`src/rtl/mapper_pkg.sv`:
```
// Shared types for the mapper memory sequencer.
// FSM states, side select, request bundle and open-bus reset value.
package mapper_pkg;

  localparam int MAP_ADDR_W = 22;
  localparam logic [7:0] OPEN_BUS_RESET = 8'hFF;

  typedef enum logic [1:0] {
    ST_IDLE,
    ST_MEM,
    ST_RESP
  } state_t;

  typedef enum logic {
    SIDE_PRG,
    SIDE_CHR
  } side_t;

  typedef struct packed {
    logic [MAP_ADDR_W-1:0] addr;
    logic                  we;
    logic [7:0]            wdata;
    logic                  allow;
  } req_t;

  function automatic side_t other_side(side_t s);
    return (s == SIDE_PRG) ? SIDE_CHR : SIDE_PRG;
  endfunction

endpackage

```
`src/rtl/mapper_req_latch.sv`:
```
// One-deep request capture for one side of the sequencer.
// Exposes a bypass view so an idle arbiter can act on a fresh strobe.
module mapper_req_latch
  import mapper_pkg::*;
(
  input  logic clk,
  input  logic reset_n,
  input  logic req,
  input  req_t d,
  input  logic clr,
  output logic avail,
  output req_t view,
  output logic drop
);

  logic pend;
  req_t q;

  always_ff @(posedge clk or negedge reset_n) begin
    if (!reset_n) begin
      pend <= 1'b0;
      q    <= '0;
    end else if (clr) begin
      pend <= 1'b0;
    end else if (req && !pend) begin
      pend <= 1'b1;
      q    <= d;
    end
  end

  // A strobe landing on a full latch (incl. its clear cycle) is lost.
  assign drop  = req && pend;
  assign avail = pend || req;
  assign view  = pend ? q : d;

endmodule

```
`src/rtl/mapper_mem_sequencer.sv`:
```
// Arbitrates PRG/CHR mapper accesses onto one shared memory port.
// Answers disallowed accesses and memory timeouts locally.
module mapper_mem_sequencer
  import mapper_pkg::*;
#(
  parameter int ADDR_W  = 22,
  parameter int TIMEOUT = 64
) (
  input  logic              clk,
  input  logic              reset_n,
  input  logic              prg_req,
  input  logic [ADDR_W-1:0] prg_addr,
  input  logic              prg_we,
  input  logic [7:0]        prg_wdata,
  input  logic              prg_allow,
  output logic [7:0]        prg_rdata,
  output logic              prg_done,
  input  logic              chr_req,
  input  logic [ADDR_W-1:0] chr_addr,
  input  logic              chr_we,
  input  logic [7:0]        chr_wdata,
  input  logic              chr_allow,
  output logic [7:0]        chr_rdata,
  output logic              chr_done,
  output logic              mem_req,
  output logic [ADDR_W-1:0] mem_addr,
  output logic              mem_we,
  output logic [7:0]        mem_wdata,
  input  logic [7:0]        mem_rdata,
  input  logic              mem_ack,
  output logic              overflow,
  output logic              timeout_err
);

  localparam int CNT_W = $clog2(TIMEOUT + 1);

  req_t prg_d, chr_d;
  req_t prg_view, chr_view;
  req_t pick;
  logic prg_avail, chr_avail;
  logic prg_drop, chr_drop;
  logic prg_clr, chr_clr;

  state_t           state;
  side_t            sel;
  side_t            ptr;
  logic             cur_we;
  logic [CNT_W-1:0] cnt;
  logic [7:0]       prg_ob, chr_ob;

  logic       pick_chr;
  logic       resp_done;
  logic       hit_to;
  logic       fin;
  logic [7:0] fin_data;

  assign prg_d = '{addr: MAP_ADDR_W'(prg_addr), we: prg_we,
                   wdata: prg_wdata, allow: prg_allow};
  assign chr_d = '{addr: MAP_ADDR_W'(chr_addr), we: chr_we,
                   wdata: chr_wdata, allow: chr_allow};

  mapper_req_latch u_prg (
    .clk(clk), .reset_n(reset_n), .req(prg_req), .d(prg_d),
    .clr(prg_clr), .avail(prg_avail), .view(prg_view),
    .drop(prg_drop)
  );

  mapper_req_latch u_chr (
    .clk(clk), .reset_n(reset_n), .req(chr_req), .d(chr_d),
    .clr(chr_clr), .avail(chr_avail), .view(chr_view),
    .drop(chr_drop)
  );

  assign pick_chr  = chr_avail && (!prg_avail || ptr == SIDE_CHR);
  assign pick      = pick_chr ? chr_view : prg_view;
  assign resp_done = (sel == SIDE_PRG) ? prg_done : chr_done;
  assign hit_to    = (cnt == CNT_W'(TIMEOUT - 1));

  assign prg_clr = (state == ST_RESP) && resp_done && (sel == SIDE_PRG);
  assign chr_clr = (state == ST_RESP) && resp_done && (sel == SIDE_CHR);

  // fin marks the edge that raises the served side's done.
  always_comb begin
    fin      = 1'b0;
    fin_data = OPEN_BUS_RESET;
    unique case (state)
      ST_MEM: begin
        fin      = mem_ack || hit_to;
        fin_data = mem_ack ? mem_rdata : OPEN_BUS_RESET;
      end
      ST_RESP: begin
        fin      = !resp_done;
        fin_data = (sel == SIDE_PRG) ? prg_ob : chr_ob;
      end
      default: ;
    endcase
  end

  always_ff @(posedge clk or negedge reset_n) begin
    if (!reset_n) begin
      state       <= ST_IDLE;
      sel         <= SIDE_PRG;
      ptr         <= SIDE_CHR;
      cur_we      <= 1'b0;
      cnt         <= '0;
      prg_ob      <= OPEN_BUS_RESET;
      chr_ob      <= OPEN_BUS_RESET;
      prg_rdata   <= OPEN_BUS_RESET;
      chr_rdata   <= OPEN_BUS_RESET;
      prg_done    <= 1'b0;
      chr_done    <= 1'b0;
      mem_req     <= 1'b0;
      mem_addr    <= '0;
      mem_we      <= 1'b0;
      mem_wdata   <= '0;
      overflow    <= 1'b0;
      timeout_err <= 1'b0;
    end else begin
      prg_done <= 1'b0;
      chr_done <= 1'b0;
      if (prg_drop || chr_drop) overflow <= 1'b1;
      if (fin) begin
        if (sel == SIDE_PRG) begin
          prg_done <= 1'b1;
          if (!cur_we) begin
            prg_rdata <= fin_data;
            prg_ob    <= fin_data;
          end
        end else begin
          chr_done <= 1'b1;
          if (!cur_we) begin
            chr_rdata <= fin_data;
            chr_ob    <= fin_data;
          end
        end
      end
      unique case (state)
        ST_IDLE: begin
          if (prg_avail || chr_avail) begin
            sel    <= pick_chr ? SIDE_CHR : SIDE_PRG;
            cur_we <= pick.we;
            cnt    <= '0;
            if (pick.allow) begin
              mem_req   <= 1'b1;
              mem_addr  <= ADDR_W'(pick.addr);
              mem_we    <= pick.we;
              mem_wdata <= pick.wdata;
              state     <= ST_MEM;
            end else begin
              state <= ST_RESP;
            end
          end
        end
        ST_MEM: begin
          if (mem_ack || hit_to) begin
            mem_req <= 1'b0;
            if (!mem_ack) timeout_err <= 1'b1;
            state <= ST_RESP;
          end else begin
            cnt <= cnt + CNT_W'(1);
          end
        end
        ST_RESP: begin
          if (resp_done) begin
            ptr   <= other_side(sel);
            state <= ST_IDLE;
          end
        end
        default: state <= ST_IDLE;
      endcase
    end
  end

endmodule

```
`config.mk`:
```
export PLATFORM = sky130hd
export DESIGN_NAME = mapper_mem_sequencer
export DESIGN_NICKNAME = d
export VERILOG_FILES = /design/src/rtl/mapper_pkg.sv /design/src/rtl/mapper_req_latch.sv /design/src/rtl/mapper_mem_sequencer.sv
export SDC_FILE = /design/constraint.sdc
export NUM_CORES = 1
export LEC_CHECK = 0
export ABC_AREA = 0
export CORE_ASPECT_RATIO = 0.8
export CORE_MARGIN = 5
export CORE_UTILIZATION = 47
export CTS_CLUSTER_DIAMETER = 200
export DETAILED_ROUTE_END_ITERATION = 6
export PLACE_DENSITY_LB_ADDON = 0.05
export SLEW_MARGIN = 20
export SYNTH_ARGS = -nofsm -noshare
export SYNTH_HDL_FRONTEND = slang
export SYNTH_SLANG_ARGS = --single-unit
```
`constraint.sdc`:
```
create_clock -name clk -period 2.05 [get_ports clk]
set_clock_uncertainty 0.15 [all_clocks]
set_input_delay 0.3075 -clock clk [delete_from_list [all_inputs] [get_ports clk]]
set_output_delay 0.3075 -clock clk [all_outputs]
set_load 0.05 [all_outputs]
```
==> flow_metrics.env <==
export IMPL_num_rows=38
export IMPL_yosysSeqAreaShare=0.5130
export IMPL_cts_buffer_depth=2
export IMPL_layout_commonest_cell="dfrtp_1"
export IMPL_p_switching_mw=5.496
export IMPL_fillers=1014
export IMPL_remaining_drc_errors=0
export IMPL_final_cell_area_um2=8897
export IMPL_syn_area_per_cell_um2=13.41
export IMPL_period_minus_slack_ns=2.132
export IMPL_timing_hold_ws_ns=0.2599
export IMPL_maxSlewViolCount=0
export IMPL_fmax_mhz=469.0
export IMPL_critPathKind="reg -> reg"
export IMPL_grt_pass1_vias=4752
export IMPL_grt_pass1_wl_mm=25.28
export IMPL_fin_ws_ns=-0.08240
export IMPL_powerDensity_nw_per_um2=1674
export IMPL_switching_share=0.3689
export IMPL_mostFrequentLayoutCells="dfrtp_1, mux2i_1, clkdlybuf4s50_1"
export IMPL_viasPerCell=5.317
export IMPL_post_route_cells_drive_above_1_share=0.3451
export IMPL_start_kind="flip-flop"
export IMPL_area_growth_pct=39.40
export IMPL_worstSkewPairLatency_ns=0.41
export IMPL_combPwrFrac=0.507
export IMPL_grt_use_total=0.2029
export IMPL_violations="negative setup slack"
export IMPL_root_buffer="clkbuf_16"
export IMPL_ys_ff_latch=130
export IMPL_utilization=0.6612
export IMPL_layout_nets=721
export IMPL_power_internal_mw=9.402
export IMPL_ant_nets=0
export IMPL_die_area_um2=16020
export IMPL_cts_buffers=17
export IMPL_place_area_um2=8103
export IMPL_hpwl_mm=10.69
export IMPL_grt_max_degree=43
export IMPL_initialDrtViolationCount=206
export IMPL_clock_sinks=130
export IMPL_ys_warnings_count=0
export IMPL_gp_congestion=0.7867
export IMPL_finalHoldViolations=0
export IMPL_antenna_found_initial=0
export IMPL_start_util=0.4743
export IMPL_synth_edf_count=0
export IMPL_r2r_slack_ns=-0.08
export IMPL_core_area_um2=13460
export IMPL_via_count=4424
export IMPL_power_clock_fraction=0.197
export IMPL_worstMarginPinSlew_ns=0.6647
export IMPL_slew_limit_headroom=0.5560
export IMPL_worstPathArrival_ns=2.27
export IMPL_die_w_um=140.3
export IMPL_syn_nets=557
export IMPL_grt_ovfl_total=0
export IMPL_synth_cell_area_um2=6382
export IMPL_async_flop_share=1.000
export IMPL_leakage_nw=4.481
export IMPL_crit_fanout=5
export IMPL_die_h_um=114.2
export IMPL_multiInputGateArea_um2=2994
export IMPL_wl_per_cell_um=18.68
export IMPL_synth_distinct_cells=44
export IMPL_hold_class="in -> async"
export IMPL_maxCapViolCount=0
export IMPL_irDropWorstVdd_v=0.0008461
export IMPL_first_pass_iters=4
export IMPL_critPathCaptureType="flip-flop"
export IMPL_timing_final_crit_share=1.040
export IMPL_status="finished, violations left"
export IMPL_cp_required_ns=2.19
export IMPL_port_buffers=128
export IMPL_wl_mm=15.54
export IMPL_sequentialPowerShare=0.296
export IMPL_setup_viol=31
export IMPL_synth_cells=476
export IMPL_diodes=0
export IMPL_synth_ff_type="dfrtp_1"
export IMPL_cts_tree="yes"
export IMPL_clkSlewWorstSetupHoldPaths_ns=0.06
export IMPL_io_pins=129
export IMPL_ff_latch_area_um2=3277
export IMPL_htreeDepth=4
export IMPL_rsz0062_at_grt="true"
state kept, by name, summed over array words and instances, names as in the netlist, 2 cells and up:
register   flops
mem_addr      22
cnt            7
prg_ob         8
state          2
chr_ob         8
u_chr.q       32
mem_wdata      8
u_prg.q       32
power by group through the flow:
stage	logic [mW]	registers, mW	clock network (mW)
final	7.55	4.41	2.93
after global routing	8.07	4.55	3.13
after CTS	7.50	4.41	2.99
after detailed placement	7.15	4.43	0
after global placement	6.95	4.38	0
after floorplan	3.85	5.64	0
final cells by class:
type | instances | share of cell area
flip-flops and latches | 130 | 0.3683
multi-input cells | 307 | 0.3365
repair buffers | 176 | 0.2019
clock buffers | 26 | 0.05611
well taps | 180 | 0.02531
clock inverters | 5 | 0.008438
inverters | 8 | 0.003375
final timing paths:
check	startpoint	to	depth (start not counted)
min in group clk	overflow	overflow	1
max in group asynchronous	reset_n	chr_ob[3]	3
worst min-delay path	reset_n	cnt[2]	2
worst max-delay path	ptr	mem_wdata[2]	6
worst min register to register	overflow	overflow	1
worst max register to register	ptr	mem_wdata[2]	6
kinds of logic (layout without fill, tap and decap cells):
| kind of cell | count (synthesis) | in the layout | share of synthesized area |
|---|---|---|---|
| simple gates | 53 | 53 | 0.04313 |
| flops | 130 | 130 | 0.5130 |
| buf+inv | 39 | 215 | 0.03117 |
| fa+ha+maj | 4 | 4 | 0.007842 |
| mux | 191 | 191 | 0.3354 |
| compound gates | 59 | 59 | 0.06940 |
through the flow:
| step | TNS [ns] | setup WS [ns] | total power, mW | instances |
|---|---|---|---|---|
| 2_1_floorplan | -1.076 | -0.02521 | 9.488 | 476 |
| 3_3_place_gp | -12.98 | -0.4035 | 11.33 | 793 |
| 3_5_place_dp | -13.39 | -0.4151 | 11.58 | 793 |
| 4_1_cts | -2.028 | -0.07636 | 14.91 | 830 |
| 5_1_grt | -3.069 | -0.1131 | 15.75 | 832 |
| 6_report | -2.153 | -0.08240 | 14.90 | 832 |
per-layer routing:
metal  vias up  global-route usage  part of all wire
li1       2083                   -                 -
met2       101              0.3278              0.48
met4         0             0.04971            0.0096
met1      2228              0.2732              0.47
met5         -                   0                 0
met3        12             0.05762             0.048
timing repair:
item | CTS | global route
setup buffers | 3 | 1
gates cloned | 2 | 1
setup endpoints to repair | 86 | 81
hold endpoints to repair | 24 | 0
pin swaps | 4 | 3
resized for setup | 38 | 18
hold buffers | 1 | 0
cell usage after synthesis (all sizes together) (3+ instances only):
library cell  instances  area [um2]
a21oi                 6       30.03
a32o                 16       160.2
buf                  19       123.9
clkbuf               12       45.04
dfrtp               113        2828
dfstp                17       446.7
ha                    4       50.05
inv                   8       30.03
mux2                 96        1190
mux2i                95       950.9
nand2                18       67.56
nand3                 5       25.02
nand3b                3       22.52
nor2                  7       28.78
nor2b                 6       37.54
o21a                  3       22.52
o21ai                18       90.09
or3                   4       25.02
critical path, cell delays in order, from the launching register on:
cell and delay, ns:
dfstp_2 0.52, o21ba_4 0.16, o21a_1 0.19, or3_4 0.38
buf_6 0.15, clkbuf_16 0.16, mux2_4 0.29
Note: power is estimated with default switching activity, not from simulation.
